File: src/rtl/nn_mem_pkg.sv
// nn_mem_pkg
// Shared definitions for the NN weight/activation memory (memory_512kb) and
// the engines that read it.
//   ADDR_W / DATA_W / LEN_W : default word-address, data and burst-length widths
//   MEM_WORDS               : number of 32-bit words in the memory
//   ST_*                    : read-streamer FSM state encoding
//   cnt_width()             : width of a counter able to hold 0..depth inclusive
package nn_mem_pkg;

    localparam int ADDR_W    = 14;
    localparam int DATA_W    = 32;
    localparam int LEN_W     = 15;
    localparam int MEM_WORDS = 16384;

    typedef logic [1:0] fsm_state_t;

    localparam logic [1:0] ST_IDLE  = 2'd0;
    localparam logic [1:0] ST_ISSUE = 2'd1;
    localparam logic [1:0] ST_DRAIN = 2'd2;
    localparam logic [1:0] ST_DONE  = 2'd3;

    function automatic int cnt_width(input int depth);
        return $clog2(depth) + 1;
    endfunction

endpackage

File: src/rtl/sync_fifo.sv
// sync_fifo
// Single-clock show-ahead FIFO. The head word is visible on rd_data whenever
// empty is low; rd_en pops it. A push and a pop may share a cycle, including
// when the FIFO is full (the pop frees the slot being written).
//   clk, rst_n : clock, asynchronous active-low reset
//   wr_en      : push wr_data (ignored when full without a simultaneous pop)
//   rd_en      : pop the head word (ignored when empty)
//   rd_data    : head word
//   count      : number of stored words, 0..DEPTH
//   full/empty : occupancy flags
module sync_fifo #(
    parameter int DATA_W = 32,
    parameter int DEPTH  = 4
) (
    input  logic                     clk,
    input  logic                     rst_n,
    input  logic                     wr_en,
    input  logic [DATA_W-1:0]        wr_data,
    input  logic                     rd_en,
    output logic [DATA_W-1:0]        rd_data,
    output logic [$clog2(DEPTH):0]   count,
    output logic                     full,
    output logic                     empty
);

    localparam int AW = $clog2(DEPTH);
    localparam logic [AW:0] DEPTH_CNT = (AW + 1)'(DEPTH);

    logic [DATA_W-1:0] mem_reg [DEPTH];
    logic [AW-1:0]     wr_ptr_reg;
    logic [AW-1:0]     rd_ptr_reg;
    logic [AW:0]       count_reg;
    logic              wr_fire;
    logic              rd_fire;
    logic [DEPTH-1:0]  slot_we;

    assign full    = (count_reg == DEPTH_CNT);
    assign empty   = (count_reg == '0);
    assign rd_fire = rd_en && !empty;
    assign wr_fire = wr_en && (!full || rd_fire);

    // One write strobe per storage slot.
    generate
        for (genvar gi = 0; gi < DEPTH; gi++) begin : g_slot_we
            assign slot_we[gi] = wr_fire && (wr_ptr_reg == AW'(gi));
        end
    endgenerate

    // Storage is reset so the stream data output is zero out of reset.
    always_ff @(posedge clk or negedge rst_n) begin
        if (!rst_n) begin
            for (int i = 0; i < DEPTH; i++) begin
                mem_reg[i] <= '0;
            end
        end else begin
            for (int i = 0; i < DEPTH; i++) begin
                if (slot_we[i]) begin
                    mem_reg[i] <= wr_data;
                end
            end
        end
    end

    always_ff @(posedge clk or negedge rst_n) begin
        if (!rst_n) begin
            wr_ptr_reg <= '0;
            rd_ptr_reg <= '0;
            count_reg  <= '0;
        end else begin
            wr_ptr_reg <= wr_ptr_reg + AW'(wr_fire);
            rd_ptr_reg <= rd_ptr_reg + AW'(rd_fire);
            count_reg  <= count_reg + (AW + 1)'(wr_fire) - (AW + 1)'(rd_fire);
        end
    end

    assign rd_data = mem_reg[rd_ptr_reg];
    assign count   = count_reg;

endmodule

File: src/rtl/mem_read_streamer.sv
// mem_read_streamer
// Burst read engine for memory_512kb. A start command captures base_addr/len,
// then single-word reads are issued (address wraps modulo 2^ADDR_W), returned
// words are buffered in a show-ahead FIFO and presented as a valid/ready
// stream with m_last on the final word. Reads are credit limited so that every
// word in flight always has a FIFO slot waiting for it.
//   clk, rst_n            : clock, asynchronous active-low reset
//   start, base_addr, len : command (accepted only when idle)
//   busy, done            : busy from accepted start through the done pulse
//   mem_rd_en, mem_addr   : read request to memory
//   mem_data_in/valid_in  : read response, one cycle after each request
//   m_valid/m_ready/m_data/m_last : output stream
module mem_read_streamer
    import nn_mem_pkg::*;
#(
    parameter int ADDR_W     = nn_mem_pkg::ADDR_W,
    parameter int DATA_W     = nn_mem_pkg::DATA_W,
    parameter int LEN_W      = nn_mem_pkg::LEN_W,
    parameter int FIFO_DEPTH = 4
) (
    input  logic              clk,
    input  logic              rst_n,
    input  logic              start,
    input  logic [ADDR_W-1:0] base_addr,
    input  logic [LEN_W-1:0]  len,
    output logic              busy,
    output logic              done,
    output logic              mem_rd_en,
    output logic [ADDR_W-1:0] mem_addr,
    input  logic [DATA_W-1:0] mem_data_in,
    input  logic              mem_valid_in,
    output logic              m_valid,
    input  logic              m_ready,
    output logic [DATA_W-1:0] m_data,
    output logic              m_last
);

    localparam int CNT_W = cnt_width(FIFO_DEPTH);
    localparam logic [CNT_W:0] DEPTH_LIMIT = (CNT_W + 1)'(FIFO_DEPTH);

    fsm_state_t        state_reg, state_next;
    logic [ADDR_W-1:0] base_reg;
    logic [LEN_W-1:0]  len_reg;
    logic [LEN_W-1:0]  issued_reg;
    logic [LEN_W-1:0]  delivered_reg, delivered_next;
    logic [CNT_W-1:0]  outstanding_reg, outstanding_next;
    logic              mem_rd_en_reg;
    logic [ADDR_W-1:0] mem_addr_reg, mem_addr_next;
    logic              busy_reg;
    logic              done_reg;

    logic [CNT_W-1:0]  fifo_count, fifo_count_next;
    logic              fifo_full;
    logic              fifo_empty;
    logic              rsp_accept;
    logic              push;
    logic              pop;
    logic              issue;
    logic [CNT_W:0]    credit_sum;
    logic              credit_ok;

    // A response only counts if we are actually waiting for one; anything
    // else (e.g. a reply to a read issued before reset) is dropped.
    assign rsp_accept = mem_valid_in && (outstanding_reg != '0);
    assign pop        = m_valid && m_ready;
    assign push       = rsp_accept && (!fifo_full || pop);

    // Credit check looks at the occupancy the next cycle will start with, so
    // a request issued then still has a guaranteed slot when its data lands
    // even if the consumer stops popping.
    assign fifo_count_next  = fifo_count + CNT_W'(push) - CNT_W'(pop);
    assign outstanding_next = outstanding_reg + CNT_W'(mem_rd_en_reg) - CNT_W'(rsp_accept);
    assign credit_sum       = {1'b0, fifo_count_next} + {1'b0, outstanding_next};
    assign credit_ok        = (credit_sum < DEPTH_LIMIT);
    assign delivered_next   = delivered_reg + LEN_W'(pop);

    always_comb begin
        state_next    = state_reg;
        issue         = 1'b0;
        mem_addr_next = mem_addr_reg;
        case (state_reg)
            ST_IDLE: begin
                if (start) begin
                    if (len == '0) begin
                        state_next = ST_DONE;
                    end else begin
                        // FIFO is empty in idle, so the first read always has credit.
                        issue         = 1'b1;
                        mem_addr_next = base_addr;
                        state_next    = (len == LEN_W'(1)) ? ST_DRAIN : ST_ISSUE;
                    end
                end
            end
            ST_ISSUE: begin
                if (credit_ok) begin
                    issue         = 1'b1;
                    // Truncation to ADDR_W gives the modulo wrap.
                    mem_addr_next = base_reg + ADDR_W'(issued_reg);
                    if (issued_reg + LEN_W'(1) == len_reg) begin
                        state_next = ST_DRAIN;
                    end
                end
            end
            ST_DRAIN: begin
                if (delivered_next == len_reg) begin
                    state_next = ST_DONE;
                end
            end
            ST_DONE: begin
                state_next = ST_IDLE;
            end
            default: begin
                state_next = ST_IDLE;
            end
        endcase
    end

    always_ff @(posedge clk or negedge rst_n) begin
        if (!rst_n) begin
            state_reg       <= ST_IDLE;
            base_reg        <= '0;
            len_reg         <= '0;
            issued_reg      <= '0;
            delivered_reg   <= '0;
            outstanding_reg <= '0;
            mem_rd_en_reg   <= 1'b0;
            mem_addr_reg    <= '0;
            busy_reg        <= 1'b0;
            done_reg        <= 1'b0;
        end else begin
            state_reg       <= state_next;
            busy_reg        <= (state_next != ST_IDLE);
            done_reg        <= (state_next == ST_DONE);
            mem_rd_en_reg   <= issue;
            mem_addr_reg    <= mem_addr_next;
            outstanding_reg <= outstanding_next;
            if (state_reg == ST_IDLE) begin
                if (start) begin
                    base_reg <= base_addr;
                    len_reg  <= len;
                end
                // issued counts requests already registered onto the bus.
                issued_reg    <= LEN_W'(issue);
                delivered_reg <= '0;
            end else begin
                issued_reg    <= issued_reg + LEN_W'(issue);
                delivered_reg <= delivered_next;
            end
        end
    end

    sync_fifo #(
        .DATA_W (DATA_W),
        .DEPTH  (FIFO_DEPTH)
    ) u_fifo (
        .clk     (clk),
        .rst_n   (rst_n),
        .wr_en   (push),
        .wr_data (mem_data_in),
        .rd_en   (pop),
        .rd_data (m_data),
        .count   (fifo_count),
        .full    (fifo_full),
        .empty   (fifo_empty)
    );

    assign m_valid   = !fifo_empty;
    assign m_last    = m_valid && (delivered_reg == len_reg - LEN_W'(1));
    assign busy      = busy_reg;
    assign done      = done_reg;
    assign mem_rd_en = mem_rd_en_reg;
    assign mem_addr  = mem_addr_reg;

endmodule

File: config.mk
export PLATFORM = sky130hd
export DESIGN_NAME = mem_read_streamer
export DESIGN_NICKNAME = d
export VERILOG_FILES = /design/src/rtl/nn_mem_pkg.sv /design/src/rtl/sync_fifo.sv /design/src/rtl/mem_read_streamer.sv
export SDC_FILE = /design/constraint.sdc
export NUM_CORES = 1
export LEC_CHECK = 0
export CAP_MARGIN = 10
export CORE_MARGIN = 5
export CORE_UTILIZATION = 35
export CTS_CLUSTER_SIZE = 20
export DETAILED_ROUTE_END_ITERATION = 10
export PLACE_DENSITY_LB_ADDON = 0.3
export SLEW_MARGIN = 20
export SYNTH_ARGS = -nofsm -noshare
export SYNTH_HDL_FRONTEND = slang
export SYNTH_SLANG_ARGS = --single-unit
File: constraint.sdc
create_clock -name clk -period 9.9 [get_ports clk]
set_input_delay 1.98 -clock clk [delete_from_list [all_inputs] [get_ports clk]]
set_output_delay 1.98 -clock clk [all_outputs]
set_load 0.01 [all_outputs]
# Word level (Yosys, flattened, before mapping)
# Index checks and enable logic that the tools add are counted.
# Widths: inputs -> output; s select.
dict set report word_totals {
  output_inout_bits 51
  in_bits 66
  ff_bits 216
  elab_cells 92
}
dict set report op_classes {
  n_eq_ne 15
  n_mux 20
  n_addsub 14
  order_cmp 2
  bitwise_logic 1
  reduce_logical 23
}
# cell count
set op_table {}
lappend op_table {{$bmux 32 s2} 1}
lappend op_table {{$mux 32} 2}
lappend op_table {{$eq 15x15->1} 3}
lappend op_table {{$mux 14} 3}
lappend op_table {{$add 15x1->15} 2}
lappend op_table {{$mux 15} 2}
lappend op_table {{$pmux 14 s2} 1}
lappend op_table {{$add 15x1->15 const B} 1}
lappend op_table {{$eq 15x1->1 const B} 1}
lappend op_table {{$logic_not 15->1} 1}
lappend op_table {{$sub 15x1->15 const B} 1}
lappend op_table {{$add 14x14->14} 1}
lappend op_table {{$mux 2} 6}
lappend op_table {{$eq 2x2->1 const B} 5}
lappend op_table {{$logic_and 1x1->1} 10}
lappend op_table {{$add 3x1->3} 3}
lappend op_table {{$sub 3x1->3} 3}
lappend op_table {{$pmux 2 s4} 1}
lappend op_table {{$ne 2x2->1 const B} 3}
lappend op_table {{$add 2x1->2} 2}
lappend op_table {{$add 3x3->4} 1}
lappend op_table {{$eq 2x1->1 const B} 2}
lappend op_table {{$logic_not 2->1} 2}
lappend op_table {{$lt 4x3->1 const B} 1}
lappend op_table {{other kinds (12)} 17}

# Logic depth before layout (Yosys ltp)
# Gate-level depths: netlist (run 1).
dict set report depth {
  word_depth 13
  depth_mapped 21
  mapped_depth_nobuf 20
}

# Hierarchy
# A second synthesis (run 1) with hierarchy kept.
dict set report unflattened {
  cells_unflattened 1007
  hier_area_um2 11603.6
}
# mod area_each_um2 instances seq_area_each_um2 cells_per_inst
set modules_own_cells {}
lappend modules_own_cells {sync_fifo 6025.8 1 3378.2 340}
lappend modules_own_cells {mem_read_streamer 5577.8 1 2026.9 667}

# Worst setup path before layout (run 1)
# No wires, ideal clock.
dict set report synth_timing {
  kind {in2reg}
  startpoint {input port mem_valid_in}
  endpoint {register issued_reg[14]}
  cell_stages 19
  slack_ns 4.543
  arrival_ns 5.221
  n_path_buf 1
  setup_ns 0.136
  path_cell_list {o31a_1 -> ha_1 -> inv_1 -> ha_1 -> fa_1 -> xnor2_1 -> ha_1 -> nor3_1 -> nand3_1 -> and2_1 -> inv_1 -> buf_1 -> ha_1 -> ha_1 -> nand2_1 -> nor2_1 -> nand4_1 -> xor2_1 -> nor2_1}
}
# item line_no
set synth_lines {}
lappend synth_lines {{start: declaration} mem_read_streamer.sv:31} ;# input logic mem_valid_in,
lappend synth_lines {{$logic_and 1x1->1} mem_read_streamer.sv:64} ;# assign rsp_accept = mem_valid_in && (outstanding_reg != '0);
lappend synth_lines {{$sub 3x1->3} mem_read_streamer.sv:72} ;# assign outstanding_next = outstanding_reg + CNT_W'(mem_rd_en_reg) - CNT_W'(rsp_accept);
lappend synth_lines {{via outstanding_next[2]} mem_read_streamer.sv:46} ;# logic [CNT_W-1:0] outstanding_reg, outstanding_next;
lappend synth_lines {{$add 3x3->4} mem_read_streamer.sv:73} ;# assign credit_sum = {1'b0, fifo_count_next} + {1'b0, outstanding_next};
lappend synth_lines {{$lt 4x3->1} mem_read_streamer.sv:74} ;# assign credit_ok = (credit_sum < DEPTH_LIMIT);
lappend synth_lines {{$mux 1} mem_read_streamer.sv:95} ;# if (credit_ok) begin
lappend synth_lines {{$pmux 1 s2} mem_read_streamer.sv:81} ;# case (state_reg)
lappend synth_lines {{via issue} mem_read_streamer.sv:58} ;# logic issue;
lappend synth_lines {{$add 15x1->15} mem_read_streamer.sv:146} ;# issued_reg <= issued_reg + LEN_W'(issue);
lappend synth_lines {{$mux 15} mem_read_streamer.sv:137} ;# if (state_reg == ST_IDLE) begin
lappend synth_lines {{end signal: assignment} mem_read_streamer.sv:143} ;# issued_reg <= LEN_W'(issue);
lappend synth_lines {{end signal: assignment} mem_read_streamer.sv:146}
lappend synth_lines {{end: declaration} mem_read_streamer.sv:44} ;# logic [LEN_W-1:0] issued_reg;
# The timed path passes the listed nets, and every way through them passes these cells.
# A chain may end at the register's enable or synchronous reset.

# Worst setup path after layout (run 1)
dict set report layout_timing {
  startpoint {input port m_ready}
  endpoint {register issued_reg[14]}
}
dict set report layout_via {
  elab_chain_cells 11
}
# item line_no
set layout_rtl {}
lappend layout_rtl {{start: declaration} mem_read_streamer.sv:33} ;# input logic m_ready,
lappend layout_rtl {{$logic_and 1x1->1 *} mem_read_streamer.sv:65} ;# assign pop = m_valid && m_ready;
lappend layout_rtl {{$logic_or 1x1->1} mem_read_streamer.sv:66} ;# assign push = rsp_accept && (!fifo_full || pop);
lappend layout_rtl {{$logic_and 1x1->1} mem_read_streamer.sv:66}
lappend layout_rtl {{$add 3x1->3} mem_read_streamer.sv:71} ;# assign fifo_count_next = fifo_count + CNT_W'(push) - CNT_W'(pop);
lappend layout_rtl {{$sub 3x1->3 *} mem_read_streamer.sv:71}
lappend layout_rtl {{$add 3x3->4 *} mem_read_streamer.sv:73}
lappend layout_rtl {{$lt 4x3->1 *} mem_read_streamer.sv:74}
lappend layout_rtl {{$mux 1 *} mem_read_streamer.sv:95}
lappend layout_rtl {{$pmux 1 s2 *} mem_read_streamer.sv:81}
lappend layout_rtl {{$add 15x1->15 *} mem_read_streamer.sv:146}
lappend layout_rtl {{$mux 15 *} mem_read_streamer.sv:137}
# Mark *: on every way between the ends. The rest lies on a longest branch, timed or not.

==> results of run 1 <==
[cells by family (layout without fill, tap and decap cells)]
family,count (synthesis),after routing,share of synthesized area
compound gates,107,107,0.0614
xor+xnor,76,76,0.0591
mux,193,193,0.224
fa+ha+maj,32,32,0.0382
simple gates,241,241,0.109
buf+inv,79,198,0.0289
flops,216,216,0.480
[synth_stat cells, drive strengths merged, types with 5 or more instances]
master  number
nor2b        5
inv         24
buf         25
and2        11
a21oi       28
mux4        32
ha          28
nand2b       7
and3        10
nand3       29
nand2       50
mux2       153
or3          7
a211oi       6
nor2        60
dfrtp      216
a31oi       12
nor3        18
nand4       14
mux2i        8
clkbuf      30
xor2        33
o21ai       25
nor4        10
xnor2       43
[metrics by stage]
step	hold slack (ps)	utilization
3_3_place_gp	469	0.405
2_1_floorplan	453	-
4_1_cts	482	0.432
3_5_place_dp	470	0.405
5_1_grt	509	0.433
6_report	479	0.433
[final timing paths]
| path | from | to | cells past startpoint |
|---|---|---|---|
| min in group asynchronous | rst_n | u_fifo.mem_reg[69] | 1 |
| max in group asynchronous | rst_n | u_fifo.rd_ptr_reg[0] | 2 |
| worst max-delay path | m_ready | issued_reg[14] | 21 |
| worst min-delay path | mem_addr[10] | mem_addr[10] | 2 |
| worst max register to register | u_fifo.count[1] | issued_reg[14] | 21 |
| worst min register to register | mem_addr[10] | mem_addr[10] | 2 |
[worst reg2reg max path: cells and delay by family, from the launching register on]
family	cells	cell delay, ps
simple gates	9	1880
fa+ha+maj	6	1530
buf+inv	4	790
flops	1	480
xor+xnor	2	350
[metal layers]
metal  wire [um]  track usage  share of wire  up-vias
li1            -            -              -     3619
met1       12000        0.198           0.47     3896
met2       12100        0.239           0.47      144
met3        1060       0.0243          0.041       39
met4         560       0.0303          0.022        2
met5          11            0        0.00043        -
[cell type report]
cell class	instances	share of cell area
Multi-Input combinational cell	649	0.406
Timing Repair Buffer	127	0.0921
Clock inverter	10	0.00932
Inverter	24	0.00658
Clock buffer	37	0.0550
Sequential cell	216	0.395
Tap cell	402	0.0367
[power groups by stage]
| stage | sequential [W] | clock [W] | combinational, W |
|---|---|---|---|
| global route | 0.00170 | 0.00104 | 0.00252 |
| finish | 0.00164 | 0.000973 | 0.00227 |
| CTS | 0.00164 | 0.00101 | 0.00232 |
| detailed placement | 0.00166 | 0 | 0.00232 |
| global placement | 0.00164 | 0 | 0.00226 |
| floorplan | 0.00149 | 0 | 0.00168 |
==> run summary, run 1 <==
VDD sags by at most 171 uV. The floorplan step defined a die boundary enclosing 35900 sq um. The number of hold buffers added after CTS is 0.

The slowest stage cell on the critical path is sky130_fd_sc_hd__clkdlybuf4s50_1. The top cell types in the final layout, fill and taps aside, are sky130_fd_sc_hd__dfrtp_1 (215), sky130_fd_sc_hd__mux2_2 (151), sky130_fd_sc_hd__clkdlybuf4s50_1 (115), sky130_fd_sc_hd__nor2_1 (59), sky130_fd_sc_hd__nand2_1 (50). STA classifies the critical path startpoint as a primary input. By area the synthesized netlist is led by sky130_fd_sc_hd__dfrtp_1 (48%), sky130_fd_sc_hd__mux2_2 (15%), sky130_fd_sc_hd__mux4_2 (6.4%), sky130_fd_sc_hd__xnor2_1 (3.3%), sky130_fd_sc_hd__ha_1 (3.1%). The initial core utilization is 0.356. After routing the design area is 13700 sq um. The total standard cell area after synthesis is 11300 sq um. The final critical-path required period came out at 6060 ps. The post-route worst setup slack came out at 3840 ps.

The part of the Yosys area used for sequential elements came out at 0.480. In the finished design, the share of the clock period the worst path needs comes to 0.612. The post-synth net total is 1042. The total net switching power came out at 0.00173 W.

The number of max-slew violations in the final report was 0. The weighted congestion reported at the end of routability-driven placement came out at 0.808. After synthesis, the mean cell area works out to 11.9 sq um. After synthesis the netlist holds a flip-flop and latch count of 216.

For this block, the routed nets add up to 25.8 mm of wire. The total number of placement rows is 65. The number of enable flip-flop cells after synthesis is 0. The final total negative setup slack is 0 ps. The longest individual stage delay on the worst path came out at 560 ps. The proportion of register bits with asynchronous set or reset after synthesis is 1.00. The layout has 2895 filler cells. TritonCTS built the clock tree. The final setup violation count came out at 0. The total via count in the routed design came out at 7700. The clock slew at the register clock pins of the worst setup and hold paths came out at 60 ps.

After floorplanning, the core was sized to cover 31600 sq um. The number of buffers on the longest clock path is 3. The maximum number of pins on one net before global-route repair is 78. The number of antenna violations at the first check in global routing came out at 1. The count of buffers from port buffering came out at 116. The count of nets left with antenna violations once routing finished came out at 0. The clock latency at the later pin of the worst-skew pair is 530 ps. Among all flip-flop cells after synthesis, the most frequent one is sky130_fd_sc_hd__dfrtp_1. After detailed routing, the average wire length per cell comes to 17.6 um. The multi-input gate area in the final layout is 5560 sq um.

For this run, the number of standard cells in the final layout without fillers is 1465. Prior to clock tree synthesis, the placed netlist has a worst setup slack of 3290 ps. The first-pass GRT wire length came out at 42.6 mm.

On the final layout, the worst clock skew is 14.0 ps. The number of instances in the synthesized netlist came out at 944. The number of antenna cells inserted came out at 0. The cell-internal power is 0.00315 W. Yosys printed 0 warnings. The post-CTS repair timing setup buffer count is 0.

Of the total power, combinational logic draws 0.465. The number of flip-flops under the largest register name came out at 128. In this run the register-to-register setup slack is 4750 ps.

The cell family contributing the most delay on the critical path is adder cells. Summed over all instances, the cell type with the most area after synthesis is sky130_fd_sc_hd__dfrtp_1. Of all nets on the critical path, the largest fanout is 20.

The commonest non-fill, non-tap cell in the layout is sky130_fd_sc_hd__dfrtp_1. The iteration count of the initial detailed-routing pass came out at 5. The sum of overflow across all layers after global routing is 0. Clock tree synthesis inserted a total of 26 buffers.

The number of failing hold endpoints at the final stage came to 0. The data arrival at the endpoint of the critical path came out at 6470 ps. The HPWL after detailed placement came out at 17.4 mm. The flow ran to the end, and the final reports show no timing, DRC or antenna violations. The number of clock sinks seen by CTS came out at 216. The width of the chip is 189 um. In this run, post-CTS repair resized a total of 0 instances. The worst setup path is of the primary input to flop kind.

The total area of sequential cells came out at 5410 sq um. Summed over all cells, the static leakage comes to 5.72 nW. Setup repair after global routing left no endpoint under its margin. The number of placed instances with taps included is 1417. Dividing the detail-routed via count by the number of cells gives 5.26.

The max capacitance violation total is 0. The DRC violation count after routing came out at 0. Clock tree synthesis selected as its root buffer the cell sky130_fd_sc_hd__clkbuf_16. The post-detailed-placement cell area came out at 12800 sq um. The worst endpoint required time is 10310 ps. The sort of element at the end of the critical path is a flop. The cell that appears most often on the critical path is sky130_fd_sc_hd__ha_1. In this run the number of H-tree levels came out at 1. Together, buffers and inverters on the worst path number 5. The highest clock frequency the design can meet came out at 165 MHz. The overall global routing resource usage is 0.143. Of the total power, registers draw 0.335. The pin slew with the least headroom to its limit is 1060 ps. The net count of the finished layout is 1142. Of the cells placed in the final design, the portion with a size suffix greater than 1 is 0.232. In this run the worst hold path is classified as flop to flop. The max-slew headroom at the worst pin is 0.289. In this run the power density over the cells is 356 nW/um^2. The synthesis-to-layout area growth is 21.5%.

The fraction of post-synthesis cell area in the top cell type by area came out at 0.480. Walking the worst path, the cells encountered are clkdlybuf4s50_1 > and2_1 > ha_1 > inv_1 > ha_1 > inv_1 > fa_1 > xnor2_1 > ha_1 > nor3_1 > nand3_1 > and2_1 > buf_4 > inv_1 > ha_1 > ha_1 > nand2_1 > nor2_1 > nand4_1 > xor2_1 > nor2_1. The post-layout total power is 0.00488 W.

The number of library cell types mapped by synthesis came out at 63. The switching power share of the total came out at 0.355. 117 I/O pins were placed. The via count of the first global-routing pass is 7930. The clock power share came out at 0.199. The count of routing violations after the opening detailed-route iteration came out at 239.

The die outline height is 189 um.
No activity file was read; power rests on OpenSTA's default activity.
==> run 2, diff against run 1 <==
clock period = 5.85 ns   (was 9.9 ns; I/O delays follow)
==> run summary, run 2 (synthesis results as in run 1) <==
The buffer and inverter count on the worst path came out at 1 (was 5). The final critical-path required period is 4630 ps. The placeable core region came to 31600 sq um (unchanged).

The die area is 35900 sq um (unchanged). The path type of the worst setup path is flop to output port (was primary input to flop). The total via count in the routed design came out at 7612 (was 7700). The initial core utilization came out at 0.356 (unchanged). The synthesis-to-layout area growth is 21.6% (was 21.5%).

The number of antenna violations at the first check in global routing came to 0 (was 1). The max-slew headroom at the worst pin is 0.372 (was 0.289). The final total negative setup slack is 0 ps (unchanged). The total number of H-tree levels is 1 (unchanged).

The number of clock sinks seen by CTS came out at 216 (unchanged). Outcome: complete, no violations (unchanged). The I/O pin count was 117 (unchanged). The worst endpoint required time came out at 4680 ps (was 10310 ps). The cell chosen for the clock root was sky130_fd_sc_hd__clkbuf_16 (unchanged). The via count of the first global-routing pass came out at 7985 (was 7930). The clock slew at the register clock pins of the worst setup and hold paths came out at 60 ps (about the same). The reported leakage power came out at 5.73 nW (was 5.72 nW). The number of resized instances in the post-cts repair step came out at 0 (unchanged).

The width of the chip came to 189 um (unchanged). The sort of element at the end of the critical path is an output port (was flop). The clock tree from TritonCTS is yes (unchanged).

The number of hold buffers added after CTS is 0 (unchanged). The number of max-slew violations in the final report came out at 0 (unchanged). The number of failing hold endpoints at the final stage came out at 0 (unchanged).

The count of routing violations after the opening detailed-route iteration is 302 (was 239). The post-detailed-route wirelength per cell is 17.7 um (was 17.6 um). The remaining antenna violation count came out at 0 (unchanged). The highest clock frequency the design can meet is 216 MHz. The highest net fanout along the worst path came out at 10 (was 20).

The weighted congestion reported at the end of routability-driven placement is 0.779 (was 0.808). The max capacitance violation total came to 0 (unchanged). The number of antenna cells inserted came to 0 (unchanged). The overall global routing resource usage is 0.145 (was 0.143). The longest individual stage delay on the worst path was 610 ps (was 560 ps). The maximum number of pins on one net before global-route repair is 131 (was 78). CP cell instances: or4_4 > and4b_2 > nand3_1 > o21ai_0 > o211ai_1 > a221o_1 > a2111oi_2 > clkdlybuf4s50_1 (was clkdlybuf4s50_1 > and2_1 > ha_1 > inv_1 > ha_1 > inv_1 > fa_1 > xnor2_1 > ha_1 > nor3_1 > nand3_1 > and2_1 > buf_4 > inv_1 > ha_1 > ha_1 > nand2_1 > nor2_1 > nand4_1 > xor2_1 > nor2_1). The cell family contributing the most delay on the critical path is simple AND/OR/NAND/NOR gates (was adder cells). The first-pass GRT wire length came out at 43.1 mm (was 42.6 mm). The fraction of final layout cells sized beyond drive strength 1 is 0.234 (was 0.232). The post-layout total power came out at 0.00832 W (was 0.00488 W).

The net count of the finished layout was 1143 (was 1142). The post-CTS repair timing setup buffer count was 0 (unchanged). The number of buffers created by CTS is 26 (unchanged). The commonest non-fill, non-tap cell in the layout was sky130_fd_sc_hd__dfrtp_1 (unchanged). The clock latency at the later pin of the worst-skew pair is 520 ps (was 530 ps).

The detail-routed via count per cell came out at 5.19 (was 5.26). The maximum vdd drop came out at 397 uV (was 171 uV). The HPWL after detailed placement is 17.3 mm (was 17.4 mm). Most used cells in the layout excluding fill and tap cells: sky130_fd_sc_hd__dfrtp_1 (215), sky130_fd_sc_hd__mux2_2 (151), sky130_fd_sc_hd__clkdlybuf4s50_1 (115), sky130_fd_sc_hd__nor2_1 (59), sky130_fd_sc_hd__nand2_1 (50) (unchanged).

The final setup violation count came out at 0 (unchanged). The cell area power density is 607 nW/um^2 (was 356 nW/um^2). The data arrival at the endpoint of the critical path was 3460 ps (was 6470 ps).

The total number of placement rows is 65 (unchanged). The final wirelength came out at 25.9 mm (was 25.8 mm). The iteration count of the initial detailed-routing pass is 5 (unchanged). The die outline height is 189 um (unchanged).

The filler cell count in the final layout came out at 2922 (was 2895). The pin slew with the least headroom to its limit was 934 ps (was 1060 ps). The final setup skew came out at 7.97 ps (was 14.0 ps).

The DRC violation count after routing is 0 (unchanged). The number of flip-flops under the largest register name came out at 128 (unchanged). The class of the most critical hold timing path was flop to flop (unchanged). The count of buffers from port buffering is 116 (unchanged). The slowest stage cell on the critical path is sky130_fd_sc_hd__clkdlybuf4s50_1 (unchanged).

Of the available clock period, the critical path in the final layout requires 0.792. Setup repair after global routing missed its margin: no (unchanged). The number of buffers on the longest clock path came out at 3 (unchanged). The startpoint kind of the worst setup timing path is a flop (was primary input). The sum of overflow across all layers after global routing is 0 (unchanged).
run 2: stage by stage:
stage	cells	util	hold slack [ps]	instance area [sq um]	setup WS (ps)
4_1_cts	1466	0.433	471	13700	1190
3_3_place_gp	1419	0.405	459	12800	889
2_1_floorplan	944	-	453	11300	1300
5_1_grt	1466	0.433	493	13700	933
3_5_place_dp	1419	0.405	459	12800	799
6_report	1466	0.433	465	13700	1220
run 2: cell type report:
type | instances | area (sq um) | share of cell area
Multi-Input combinational cell | 649 | 5560 | 0.406
Sequential cell | 216 | 5410 | 0.394
Timing Repair Buffer | 128 | 1270 | 0.0926
Clock buffer | 36 | 749 | 0.0547
Tap cell | 402 | 503 | 0.0367
Clock inverter | 11 | 130 | 0.00949
Inverter | 24 | 90.1 | 0.00657
run 2: worst paths after layout:
check,startpoint,to,slack (ps),cells past startpoint
worst max-delay path,len_reg[6],m_last,1220,8
worst min-delay path,u_fifo.rd_ptr_reg[1],u_fifo.rd_ptr_reg[1],470,1
worst max register to register,u_fifo.count[1],issued_reg[14],1500,20
worst min register to register,u_fifo.rd_ptr_reg[1],u_fifo.rd_ptr_reg[1],470,1
max in group asynchronous,rst_n,u_fifo.rd_ptr_reg[0],4060,2
min in group asynchronous,rst_n,u_fifo.mem_reg[101],630,1
run 2: where the power goes:
group | leakage, nW | internal, W | switching, W | total [W]
logic | 2.65 | 0.00213 | 0.00176 | 0.00389
clock network | 0.441 | 0.00102 | 0.000621 | 0.00164
registers | 2.63 | 0.00220 | 0.000582 | 0.00279
total | 5.73 | 0.00535 | 0.00297 | 0.00832
run 2: routing by layer:
metal  vias to the layer above  track usage  share of wire
li1                       3633            -              -
met1                      3819        0.200           0.47
met2                       128        0.246           0.48
met3                        32       0.0221          0.033
met4                         0       0.0281          0.020
met5                         -            0              0
